===== src/rtl/phase_ctrl_pkg.sv =====
// Shared definitions for the MMCM dynamic phase-shift sequencer.
package phase_ctrl_pkg;

  typedef enum logic [2:0] {
    S_IDLE,
    S_CALC,
    S_STEP,
    S_WAIT,
    S_DONE,
    S_ERROR
  } state_t;

  localparam int unsigned PHASE_STEPS_DEF = 560;

  function automatic int unsigned half_of(input int unsigned n);
    return n / 2;
  endfunction

  localparam int unsigned HALF_STEPS = half_of(PHASE_STEPS_DEF);

endpackage


===== src/rtl/ps_req_arbiter.sv =====
// Two-way round-robin arbiter; latches the winner index and its target at grant.
module ps_req_arbiter #(
  parameter int unsigned PHASE_BITS = 12
) (
  input  logic                  i_clk,
  input  logic                  i_rst_n,
  input  logic                  i_take,
  input  logic                  i_commit,
  input  logic                  i_req0_valid,
  input  logic [PHASE_BITS-1:0] i_req0_target,
  input  logic                  i_req1_valid,
  input  logic [PHASE_BITS-1:0] i_req1_target,
  output logic                  o_idx,
  output logic [PHASE_BITS-1:0] o_target
);

  logic                  r_last;
  logic                  r_idx;
  logic [PHASE_BITS-1:0] r_target;
  logic                  w_pick1;

  // On contention the requester not served last wins; r_last resets to 1 so req0 goes first.
  always_comb begin
    w_pick1 = i_req1_valid && (!i_req0_valid || !r_last);
  end

  always_ff @(posedge i_clk) begin
    if (!i_rst_n) begin
      r_last   <= 1'b1;
      r_idx    <= 1'b0;
      r_target <= '0;
    end else begin
      if (i_take) begin
        r_idx    <= w_pick1;
        r_target <= w_pick1 ? i_req1_target : i_req0_target;
      end
      if (i_commit) begin
        r_last <= r_idx;
      end
    end
  end

  assign o_idx    = r_idx;
  assign o_target = r_target;

endmodule


===== src/rtl/phase_shift_ctrl.sv =====
// MMCM phase-shift sequencer: arbitrates absolute-phase requests and steps the
// shortest way round the period with the PSEN/PSDONE handshake.
module phase_shift_ctrl
  import phase_ctrl_pkg::*;
#(
  parameter int unsigned PHASE_BITS   = 12,
  parameter int unsigned PHASE_STEPS  = PHASE_STEPS_DEF,
  parameter int unsigned TIMEOUT_BITS = 8
) (
  input  logic                  clock,
  input  logic                  reset_n,
  input  logic                  clock_locked,
  input  logic                  req0_valid,
  input  logic [PHASE_BITS-1:0] req0_target,
  output logic                  req0_ack,
  input  logic                  req1_valid,
  input  logic [PHASE_BITS-1:0] req1_target,
  output logic                  req1_ack,
  input  logic                  err_clear,
  output logic                  ps_en,
  output logic                  ps_inc,
  input  logic                  ps_done,
  output logic                  busy,
  output logic                  error,
  output logic                  range_err,
  output logic [PHASE_BITS-1:0] cur_phase
);

  localparam int unsigned DW = PHASE_BITS + 1;
  localparam logic [DW-1:0]         L_STEPS = DW'(PHASE_STEPS);
  localparam logic [DW-1:0]         L_HALF  = DW'(half_of(PHASE_STEPS));
  localparam logic [PHASE_BITS-1:0] L_LAST  = PHASE_BITS'(PHASE_STEPS - 1);

  state_t                  r_state;
  logic [PHASE_BITS-1:0]   r_cur;
  logic [PHASE_BITS-1:0]   r_count;
  logic [TIMEOUT_BITS-1:0] r_wd;
  logic                    r_en;
  logic                    r_inc;
  logic                    r_range_err;

  logic                    w_take;
  logic                    w_commit;
  logic                    w_idx;
  logic [PHASE_BITS-1:0]   w_target;
  logic [DW-1:0]           w_tgt_ext;
  logic [DW-1:0]           w_cur_ext;
  logic [DW-1:0]           w_delta;
  logic [PHASE_BITS-1:0]   w_up_cnt;
  logic [PHASE_BITS-1:0]   w_dn_cnt;
  logic                    w_out_of_range;

  assign w_take   = (r_state == S_IDLE) && clock_locked && (req0_valid || req1_valid);
  assign w_commit = (r_state == S_DONE) && clock_locked;

  ps_req_arbiter #(
    .PHASE_BITS (PHASE_BITS)
  ) u_arb (
    .i_clk         (clock),
    .i_rst_n       (reset_n),
    .i_take        (w_take),
    .i_commit      (w_commit),
    .i_req0_valid  (req0_valid),
    .i_req0_target (req0_target),
    .i_req1_valid  (req1_valid),
    .i_req1_target (req1_target),
    .o_idx         (w_idx),
    .o_target      (w_target)
  );

  // Forward distance modulo the period; the target is known < PHASE_STEPS whenever it is used.
  always_comb begin
    w_tgt_ext      = {1'b0, w_target};
    w_cur_ext      = {1'b0, r_cur};
    w_out_of_range = (w_tgt_ext >= L_STEPS);
    if (w_tgt_ext >= w_cur_ext) begin
      w_delta = w_tgt_ext - w_cur_ext;
    end else begin
      w_delta = w_tgt_ext + L_STEPS - w_cur_ext;
    end
    w_up_cnt = PHASE_BITS'(w_delta);
    w_dn_cnt = PHASE_BITS'(L_STEPS - w_delta);
  end

  always_ff @(posedge clock) begin
    if (!reset_n) begin
      r_state     <= S_IDLE;
      r_cur       <= '0;
      r_count     <= '0;
      r_wd        <= '0;
      r_en        <= 1'b0;
      r_inc       <= 1'b0;
      r_range_err <= 1'b0;
    end else begin
      r_en <= 1'b0;
      unique case (r_state)
        S_IDLE: begin
          if (w_take) begin
            r_state <= S_CALC;
          end
        end
        S_CALC: begin
          if (!clock_locked) begin
            r_state <= S_ERROR;
            r_inc   <= 1'b0;
          end else if (w_out_of_range) begin
            r_range_err <= 1'b1;
            r_state     <= S_DONE;
          end else if (w_delta == '0) begin
            r_state <= S_DONE;
          end else begin
            r_inc   <= (w_delta <= L_HALF);
            r_count <= (w_delta <= L_HALF) ? w_up_cnt : w_dn_cnt;
            r_en    <= 1'b1;
            r_state <= S_STEP;
          end
        end
        S_STEP: begin
          r_wd <= '0;
          if (!clock_locked) begin
            r_state <= S_ERROR;
            r_inc   <= 1'b0;
          end else begin
            r_state <= S_WAIT;
          end
        end
        S_WAIT: begin
          // Lock loss beats ps_done, which beats a watchdog expiring in the same cycle.
          if (!clock_locked) begin
            r_state <= S_ERROR;
            r_inc   <= 1'b0;
          end else if (ps_done) begin
            if (r_inc) begin
              r_cur <= (r_cur == L_LAST) ? '0 : r_cur + 1'b1;
            end else begin
              r_cur <= (r_cur == '0) ? L_LAST : r_cur - 1'b1;
            end
            r_count <= r_count - 1'b1;
            if (r_count == PHASE_BITS'(1)) begin
              r_state <= S_DONE;
            end else begin
              r_en    <= 1'b1;
              r_state <= S_STEP;
            end
          end else if (&r_wd) begin
            r_state <= S_ERROR;
            r_inc   <= 1'b0;
          end else begin
            r_wd <= r_wd + 1'b1;
          end
        end
        S_DONE: begin
          if (!clock_locked) begin
            r_state <= S_ERROR;
            r_inc   <= 1'b0;
          end else begin
            r_state <= S_IDLE;
          end
        end
        S_ERROR: begin
          if (err_clear && clock_locked) begin
            r_cur       <= '0;
            r_range_err <= 1'b0;
            r_state     <= S_IDLE;
          end
        end
        default: begin
          r_state <= S_ERROR;
          r_inc   <= 1'b0;
        end
      endcase
    end
  end

  // Ack is qualified by lock so a lock loss in DONE leaves the request un-acked.
  assign req0_ack  = w_commit && !w_idx;
  assign req1_ack  = w_commit &&  w_idx;
  assign ps_en     = r_en;
  assign ps_inc    = r_inc;
  assign busy      = (r_state != S_IDLE);
  assign error     = (r_state == S_ERROR);
  assign range_err = r_range_err;
  assign cur_phase = r_cur;

endmodule


===== config.mk =====
export PLATFORM = sky130hd
export DESIGN_NAME = phase_shift_ctrl
export DESIGN_NICKNAME = d
export VERILOG_FILES = /design/src/rtl/phase_ctrl_pkg.sv /design/src/rtl/ps_req_arbiter.sv /design/src/rtl/phase_shift_ctrl.sv
export SDC_FILE = /design/constraint.sdc
export NUM_CORES = 1
export LEC_CHECK = 0
export ABC_AREA = 1
export CORE_MARGIN = 8
export CORE_UTILIZATION = 45
export CTS_BUF_LIST = sky130_fd_sc_hd__clkbuf_8
export DETAILED_ROUTE_END_ITERATION = 6
export GPL_ROUTABILITY_DRIVEN = 0
export SLEW_MARGIN = 40
export SYNTH_ARGS = -nofsm -noshare
export SYNTH_HDL_FRONTEND = slang
export SYNTH_SLANG_ARGS = --single-unit
export TNS_END_PERCENT = 100

===== constraint.sdc =====
create_clock -name clock -period 3.8 [get_ports clock]
set_clock_uncertainty 0.15 [all_clocks]
set_input_delay 0.57 -clock clock [delete_from_list [all_inputs] [get_ports clock]]
set_output_delay 0.57 -clock clock [all_outputs]
set_load 0.02 [all_outputs]

# --- Yosys cells after proc, flatten, opt, wreduce, memory -nomap -nowiden ---
# Index checks and enable logic that the tools add are counted.
totals:
  register_bits: 52
  inputBits: 31
  out_inout_bits: 19
  elab_cells: 125
classes:
  addsub: 8
  n_lt_le_gt_ge: 3
  eq_ne: 23
  mux: 51
  bitwise: 1
  reduce_logical: 29
ops:
  columns: ["cell", "count"]
  rows:
  - ["two-way mux 12 bit", 13]
  - ["case mux 12 bit (2 select lines)", 2]
  - ["two-way mux 3 bit", 11]
  - ["two-way mux 8 bit", 3]
  - ["subtractor 12 x 1 -> 12 bit, second input constant", 2]
  - ["!= test 2 bit, second input constant", 9]
  - ["case mux 3 bit (6 select lines)", 1]
  - ["two-way mux 1 bit", 16]
  - ["case mux 8 bit (2 select lines)", 1]
  - ["adder 12 x 10 -> 13 bit, second input constant", 1]
  - ["less-or-equal comparator 13 x 9 -> 1 bit, second input constant", 1]
  - ["zero test 13 bit", 1]
  - ["two-way mux 13 bit", 1]
  - ["subtractor 12 x 12 -> 13 bit", 1]
  - ["subtractor 13 x 12 -> 13 bit", 1]
  - ["adder 12 x 1 -> 12 bit, second input constant", 1]
  - ["equality test 12 x 1 -> 1 bit, second input constant", 1]
  - ["equality test 12 x 10 -> 1 bit, second input constant", 1]
  - ["greater-or-equal comparator 12 x 10 -> 1 bit, second input constant", 1]
  - ["greater-or-equal comparator 12 bit", 1]
  - ["zero test 12 bit", 1]
  - ["!= test 3 bit, second input constant", 4]
  - ["AND reduction 4 bit", 3]
  - ["AND reduction 6 bit", 2]
  - ["19 further kinds", 36]

# --- Depth between registers and ports, before layout ---
# Gate-level depths: netlist (run 1).
logic_depth:
  depth_word: 9
  ltp_mapped: 26
  mapped_depth_nobuf: 24

# --- Modules after synthesis ---
# From an unflattened synthesis (run 1), not the netlist that was laid out.
hier_totals:
  hier_cells: 979
  hier_area_um2: 5708.0
modules_own_cells:
  columns: ["module", "instances", "cells_each", "area_each_um2", "seq_area_each_um2"]
  rows:
  - ["phase_shift_ctrl", 1, 865, 4982.3, 760.7]
  - ["ps_req_arbiter", 1, 114, 725.7, 280.3]

# --- Worst setup path after synthesis (run 1) ---
# No wires, ideal clock.
synth_path:
  path_type: "reg-to-reg"
  start: "reg r_cur[5], in the netlist cur_phase[5]"
  end: "reg r_count[9]"
  setup_ps: 116
  t_arrival_ps: 2926
  required_ps: 3534
  setup_slack_ps: 608
  stages_incl_launch_ff: 24
  n_path_buf: 2
  synth_period_minus_slack_ps: 3192
  path_cell_list: "dfxtp_1 clkbuf_1 inv_1 ha_1 inv_1 ha_1 nand2_1 nand2_1 inv_1 o21ai_0 inv_1 nand2_1 nand2_1 nand2_1 nand2_1 nand2_2 nand2_1 nor2_4 nand4_4 nand2_2 buf_4 nand2_1 nand2_1 a21oi_2"
synth_via:
  elab_chain_cells: 8
  elab_cells_between_ends: 14
  cone_classes: "add/sub (3); order compare (2); eq/ne (1); mux (6); reduce/logical (2)"
synth_lines:
  columns: ["element", "line_no", "source"]
  rows:
  - ["from (decl)", "phase_shift_ctrl.sv:35", "logic [PHASE_BITS-1:0] r_cur;"]
  - ["from (signal assigned)", "phase_shift_ctrl.sv:134", "r_cur <= (r_cur == L_LAST) ? '0 : r_cur + 1'b1;"]
  - ["from (signal assigned)", "phase_shift_ctrl.sv:136", "r_cur <= (r_cur == '0) ? L_LAST : r_cur - 1'b1;"]
  - ["subtractor 13 x 12 -> 13 bit (tied with other cells)", "phase_shift_ctrl.sv:79", "w_delta = w_tgt_ext + L_STEPS - w_cur_ext;"]
  - ["two-way mux 13 bit *", "phase_shift_ctrl.sv:76", "if (w_tgt_ext >= w_cur_ext) begin"]
  - ["subtractor 10 x 12 -> 12 bit or less-or-equal comparator 13 x 9 -> 1 bit (tied branches)", "phase_shift_ctrl.sv:82, phase_shift_ctrl.sv:113", null]
  - ["two-way mux 12 bit", "phase_shift_ctrl.sv:113", "r_count <= (w_delta <= L_HALF) ? w_up_cnt : w_dn_cnt;"]
  - ["two-way mux 12 bit", "phase_shift_ctrl.sv:109", "end else if (w_delta == '0) begin"]
  - ["two-way mux 12 bit", "phase_shift_ctrl.sv:106", "end else if (w_out_of_range) begin"]
  - ["two-way mux 12 bit", "phase_shift_ctrl.sv:103", "if (!clock_locked) begin"]
  - ["case mux 12 bit (2 select lines)", "phase_shift_ctrl.sv:96", "unique case (r_state)"]
  - ["to (signal assigned)", "phase_shift_ctrl.sv:113", null]
  - ["to (signal assigned)", "phase_shift_ctrl.sv:138", "r_count <= r_count - 1'b1;"]
  - ["to (decl)", "phase_shift_ctrl.sv:36", "logic [PHASE_BITS-1:0] r_count;"]
# Every way passes the cells marked *; elsewhere a longest branch is shown, timed or not. The select of a mux whose other input is x is not followed.
# A chain may end at the register's enable or synchronous reset.

# --- Worst setup path in the final report (run 1) ---
layout_path:
  start: "reg r_cur[1], in the netlist cur_phase[1]"
  end: "reg r_count[8]"
# The elaborated chain is that of the path after synthesis.

==> results of run 1 <==
## Yosys cell counts, types with 10 or more instances
library cell  number  area share
nand4_1           18       0.020
dfxtp_1           52        0.19
o21ai_0           50       0.045
nor2_1           101       0.068
a21oi_1           41       0.037
ha_1              34       0.077
nand2_2           10       0.011
xor2_1            19       0.030
nor3_1            13       0.012
a31oi_1           17       0.019
nand3_1           87       0.078
inv_1            145       0.098
clkbuf_1          16       0.011
nand2_1          273        0.18
## power by group
group	leakage [nW]	total, mW	switching (mW)	internal, mW
Combinational	2.69	4.14	2.82	1.33
Clock	0.0400	0.318	0.193	0.125
Sequential	0.424	0.765	0.0994	0.665
## cells by family (layout without fill, tap and decap cells)
family,count (synthesis),in the layout,synth area share
AOI/OAI and AO/OA,130,130,0.136
buffers and inverters,173,217,0.124
adders and majority gates,41,41,0.102
and+or+nand+nor,528,528,0.419
DFF,52,52,0.187
xor gates and xnor gates,21,21,0.0331
## timing repair
action                     CTS  global route
hold buffers                 0             0
resized for setup            0             3
setup endpoints to repair    0            14
## layer usage
metal / vias to the layer above / global-route usage
met5: - / 0
met3: 35 / 0.0395
met2: 210 / 0.357
met4: 0 / 0.0917
met1: 2791 / 0.258
li1: 3127 / -
## final cells by class
class | instances | area [um^2] | share of cell area
Clock buffer | 5 | 68.8 | 0.0109
Clock inverter | 2 | 12.5 | 0.00199
Inverter | 147 | 552 | 0.0877
Multi-Input combinational cell | 720 | 3840 | 0.610
Sequential cell | 52 | 1040 | 0.166
Tap cell | 147 | 184 | 0.0292
Timing Repair Buffer | 63 | 596 | 0.0946
## sequential cells by signal, summed over array words and instances (netlist names)
| signal | cells |
|---|---|
| cur_phase | 12 |
| u_arb.o_target | 12 |
| r_count | 12 |
| r_state | 3 |
| range_err | 1 |
| ps_en | 1 |
| u_arb.r_last | 1 |
| r_wd | 8 |
| u_arb.o_idx | 1 |
| ps_inc | 1 |
## critical path, delay by kind of cell (launching register included)
| kind | cells | cell delay, ps |
|---|---|---|
| buffers and inverters | 3 | 490 |
| AOI/OAI and AO/OA | 1 | 60 |
| DFF | 1 | 480 |
| and+or+nand+nor | 14 | 1360 |
| adders and majority gates | 3 | 820 |
## stage by stage
| stage | setup slack, ps | util | power [mW] | hold slack [ps] |
|---|---|---|---|---|
| floorplan | 608 | - | 3.97 | 272 |
| global placement | 400 | 0.516 | 4.83 | 287 |
| detailed placement | 292 | 0.516 | 4.88 | 296 |
| CTS | 264 | 0.523 | 5.21 | 309 |
| global route | 0.792 | 0.524 | 5.84 | 344 |
| finish | 348 | 0.524 | 5.23 | 307 |
## final timing paths
check,start,to,slack (ps),depth (start not counted)
worst max-delay path,cur_phase[1],r_count[8],350,21
worst max register to register,cur_phase[1],r_count[8],350,21
worst min register to register,r_wd[7],r_wd[7],310,1
worst min-delay path,r_wd[7],r_wd[7],310,1
==> results.sh, run 1 <==
export IMPL_grt_pass1_wl_um=28200
export IMPL_die_area_um2=16200
export IMPL_crit_chain="inv_1, ha_1, ha_1, ha_1, inv_1, nand2_1, nand3_1, nand2_1, nand2_1, nand3_1, nand2_1, nand2_1, nand2_1, nand3_2, nor2_4, buf_4, nand2_4, nand2_1, nand2_1, nand2_1, a21oi_2"
export IMPL_wl_per_cell_um=14.9
export IMPL_critPathMaxFanout=10
export IMPL_yosysUniqueCellTypes=47
export IMPL_powerDensity_nw_per_um2=830
export IMPL_maxCapViolCount=0
export IMPL_fillers=1224
export IMPL_setup_viol_count_final=0
export IMPL_syn_inst=945
export IMPL_async_reset_ff_frac=0
export IMPL_end_kind="register"
export IMPL_tns_ps=0
export IMPL_synth_edf_count=0
export IMPL_drc=0
export IMPL_slew_headroom=0.472
export IMPL_clk_pin_slew_ps=100
export IMPL_post_drt_via_cell_ratio=5.43
export IMPL_grtUsageTotal=0.212
export IMPL_worst_slew_pin_slew_ps=787
export IMPL_firstDrtPassIters=5
export IMPL_final_nets=1061
export IMPL_min_period_over_period=0.908
export IMPL_clock_sinks=52
export IMPL_io_pins=50
export IMPL_seq_area_frac_synth=0.187
export IMPL_drt_total_wl_um=16900
export IMPL_core_area_um2=12000
export IMPL_status="finished clean"
export IMPL_fmax_mhz=290
export IMPL_syn_num_nets=1017
export IMPL_synth_avg_cell_area_um2=5.88
export IMPL_grt_overflow=0
export IMPL_ant_nets=0
export IMPL_drtIter0Drc=421
export IMPL_ctsLongestPathBuffers=2
export IMPL_synth_ff_type="dfxtp_1"
export IMPL_place_area_um2=6200
export IMPL_slowest_delay_ps=480
export IMPL_cts_setup_buffers=0
export IMPL_final_common_cell="nand2_1"
export IMPL_antenna_found_initial=0
export IMPL_grt_max_degree=30
export IMPL_ys_ff_latch=52
export IMPL_netlist_area_um2=5560
export IMPL_top_layer="met4"
export IMPL_period_minus_slack_ps=3450
export IMPL_wl_met3_um=1090
export IMPL_crit_required_ps=3880
export IMPL_initial_utilization=0.463
export IMPL_cts_buffers=5
export IMPL_hold_class="reg -> reg"
export IMPL_drt_met1_wl_um=7520
export IMPL_dp_cells=1129
export IMPL_clkLatencyLatePin_ps=330
export IMPL_diodes=0
export IMPL_slew_viol_final=0
export IMPL_cp_common_cell="nand2_1"
export IMPL_crit_path_start_kind="register"
export IMPL_vias=6163
export IMPL_io_buffers=49
export IMPL_die_w_um=127
export IMPL_design_area_um2=6290
export IMPL_ir_drop_uv=357
export IMPL_place_hpwl_um=13800
export IMPL_slowest_stage="dfxtp_1"
export IMPL_critPathArrivalTime_ps=3530
export IMPL_fin_cells=1136
export IMPL_syn_to_final_growth_pct=13.2
export IMPL_rows=40
export IMPL_die_y_um=127
export IMPL_crit_type="reg -> reg"
export IMPL_yosys_warnings=0
export IMPL_met2_length_um=7810
export IMPL_root_buffer="clkbuf_8"
export IMPL_hold_violations=0
export IMPL_rsz0062_at_grt="false"
export IMPL_cts_tree="built"
export IMPL_mostFrequentLayoutCells="nand2_1, inv_1, nor2_1"
export IMPL_cts_htree_levels=2
export IMPL_p_leak_nw=3.15
export IMPL_first_global_vias=5966
export IMPL_drive_gt1_frac=0.0607
(Power assumes the default switching activity.)
==> run 2, diff against run 1 <==
--- a/config.mk
+++ b/config.mk
@@ -14,5 +14,6 @@
 export SLEW_MARGIN = 40
 export SYNTH_ARGS = -nofsm -noshare
 export SYNTH_HDL_FRONTEND = slang
+export SYNTH_HIERARCHICAL = 1
 export SYNTH_SLANG_ARGS = --single-unit
 export TNS_END_PERCENT = 100
==> run 2 against run 1 <==
Against the previous run: register-to-register slack improved by 40 ps; critical path depth fell by 1; hold slack improved by 5.7 ps; non-clock buffer count fell by 3; wire length fell by 10%; sequential share of layout area fell by 0.44 points; count of clock-buffer cells in the layout did not move; largest power group unchanged.
==> results.sh, run 2 <==
export IMPL_synth_ff_type="dfxtp_1"
export IMPL_cp_common_cell="nand2_1"
export IMPL_clock_sinks=52
export IMPL_cts_htree_levels=2
export IMPL_final_util=0.516
export IMPL_slew_headroom=0.589
export IMPL_io_buffers=49
export IMPL_ctsHoldBuffers=0
export IMPL_drive_gt1_frac=0.0693
export IMPL_min_period_over_period=0.897
export IMPL_maxCapViolCount=0
export IMPL_grtUsageTotal=0.189
export IMPL_die_w_um=129
export IMPL_post_drt_via_cell_ratio=4.90
export IMPL_crit_required_ps=3900
export IMPL_syn_inst=979
export IMPL_wl_per_cell_um=12.8
export IMPL_place_hpwl_um=12500
export IMPL_mostFrequentLayoutCells="nand2_1, inv_1, nor2_1"
export IMPL_first_global_vias=5516
export IMPL_die_area_um2=16500
export IMPL_synthTopCellsByArea="nand2_1, dfxtp_1, inv_1, nand3_1, nor2_1"
export IMPL_final_common_cell="nand2_1"
export IMPL_core_area_um2=12500
export IMPL_ys_ff_latch=52
export IMPL_p_leak_nw=3.26
export IMPL_synth_edf_count=0
export IMPL_grt_overflow=0
export IMPL_crit_start="cur_phase[3]"
export IMPL_grt_pass1_wl_um=25600
export IMPL_synth_largest_area_cell="nand2_1"
export IMPL_slowest_delay_ps=490
export IMPL_multi_input_area_um2=3890
export IMPL_hold_class="reg -> reg"
export IMPL_period_minus_slack_ps=3410
export IMPL_root_buffer="clkbuf_8"
export IMPL_rows=41
export IMPL_io_pins=50
export IMPL_seq_area_frac_synth=0.182
export IMPL_antenna_found_initial=0
export IMPL_firstDrtPassIters=5
export IMPL_path_buf_inv=3
export IMPL_ir_drop_uv=314
export IMPL_slew_viol_final=0
export IMPL_crit_chain="inv_1, ha_1, inv_1, fa_1, nand2_1, nand2_1, nand2_1, nand3_1, nand2_1, nand3b_1, nand2_1, nand2_1, nand2_2, nand3_2, nor2_4, nand3_2, nand2_4, a21oi_1, nand2_1, inv_1"
export IMPL_synth_common_cells="nand2_1, inv_1, nor2_1"
export IMPL_initial_utilization=0.456
export IMPL_hold_violations=0
export IMPL_end_kind="register"
export IMPL_critPathArrivalTime_ps=3500
export IMPL_drt_total_wl_um=15300
export IMPL_drtIter0Drc=435
export IMPL_cts_buffers=5
export IMPL_clk_pin_slew_ps=110
export IMPL_r2r_slack_ps=390
export IMPL_fmax_mhz=293
export IMPL_cts_setup_buffers=0
export IMPL_cts_tree="built"
export IMPL_fillers=1399
export IMPL_syn_num_nets=1051
export IMPL_critPathMaxFanout=23
export IMPL_yosysUniqueCellTypes=44
export IMPL_setup_viol_count_final=0
export IMPL_powerDensity_nw_per_um2=884
export IMPL_r2r_start="cur_phase[3]"
export IMPL_clkLatencyLatePin_ps=330
export IMPL_status="finished clean"
export IMPL_die_y_um=129
export IMPL_drc=0
export IMPL_crit_type="reg -> reg"
export IMPL_ctsLongestPathBuffers=2
export IMPL_cp_num_cells=20
export IMPL_yosysMostFrequentCell="nand2_1"
export IMPL_syn_to_final_growth_pct=13.1
export IMPL_r2r_end="r_count[9]"
export IMPL_final_nets=1095
export IMPL_worst_slew_pin_slew_ps=616
export IMPL_synth_avg_cell_area_um2=5.83
export IMPL_grt_max_degree=29
export IMPL_crit_path_start_kind="register"
export IMPL_rr_worst_depth=20
export IMPL_netlist_area_um2=5710
export IMPL_seq_area_um2=1040
export IMPL_ant_nets=0
export IMPL_critical_path_endpoint="r_count[9]"
export IMPL_vias=5863
export IMPL_async_reset_ff_frac=0
export IMPL_slowest_stage="fa_1"
export IMPL_holdPathStages=1
export IMPL_yosys_warnings=6
export IMPL_critPathTopFamily="simple AND/OR/NAND/NOR gates"
export IMPL_tns_ps=0
export IMPL_rsz0062_at_grt="false"
export IMPL_diodes=0
export IMPL_synth_top_area_frac=0.187
-- run 2: area by class of cell --
cell class / count / share of cell area
Clock buffer: 5 / 0.0107
Clock inverter: 3 / 0.00659
Inverter: 166 / 0.0965
Multi-Input combinational cell: 738 / 0.603
Sequential cell: 52 / 0.161
Tap cell: 172 / 0.0333
Timing Repair Buffer: 60 / 0.0887
-- run 2: power breakdown --
group | internal [mW] | switching [mW] | leakage, nW | total (mW)
sequential | 0.664 | 0.126 | 0.424 | 0.789
combinational | 1.53 | 2.99 | 2.78 | 4.52
clock | 0.197 | 0.201 | 0.0599 | 0.398
total | 2.39 | 3.32 | 3.26 | 5.71
-- run 2: stage by stage --
step | hold WS, ps | instance area [um^2] | worst slack (ps) | power [mW] | cells
after floorplan | 273 | 5710 | 654 | 4.43 | 979
after global placement | 299 | 6340 | 379 | 5.32 | 1188
after detailed placement | 303 | 6340 | 358 | 5.31 | 1188
after CTS | 320 | 6450 | 336 | 5.73 | 1196
after global routing | 357 | 6460 | 53.5 | 6.40 | 1196
final | 313 | 6460 | 391 | 5.71 | 1196
-- run 2: routing by layer --
metal / vias up / routed length (um) / global-route usage
met5: - / 0 / 0
met2: 117 / 6840 / 0.314
met1: 2575 / 7670 / 0.246
li1: 3157 / - / -
met4: 0 / 155 / 0.0484
met3: 14 / 584 / 0.0343
-- run 2: worst min-delay path by stage --
stage                        from  slack [ps]       to
final                     r_wd[7]         310  r_wd[7]
after global routing      r_wd[2]         360  r_wd[2]
after CTS                 r_wd[7]         320  r_wd[7]
after global placement    r_wd[7]         300  r_wd[7]
after detailed placement  r_wd[7]         300  r_wd[7]
after floorplan           r_wd[7]         270  r_wd[7]
-- run 2: cell families (layout without fill, tap and decap cells) --
kind of cell / count (synthesis) / in the layout / synth area share
compound gates: 114 / 114 / 0.119
xor+xnor: 21 / 21 / 0.0322
fa+ha+maj: 41 / 41 / 0.0991
buf+inv: 189 / 234 / 0.137
flops: 52 / 52 / 0.182
simple gates: 562 / 562 / 0.431
-- run 2: repair_timing --
item | in CTS | in global routing
hold endpoints to repair | 0 | 0
resized for setup | 0 | 1
setup endpoints to repair | 0 | 6
-- run 2: worst reg2reg max path, stage by stage (launching register included) --
cell and delay (ps):
dfxtp_1 460, inv_1 160, ha_1 250, inv_1 70, fa_1 490, nand2_1 100
nand2_1 60, nand2_1 60, nand3_1 160, nand2_1 130, nand3b_1 80, nand2_1 70
nand2_1 50, nand2_2 100, nand3_2 90, nor2_4 250, nand3_2 150, nand2_4 230
a21oi_1 100, nand2_1 90, inv_1 30
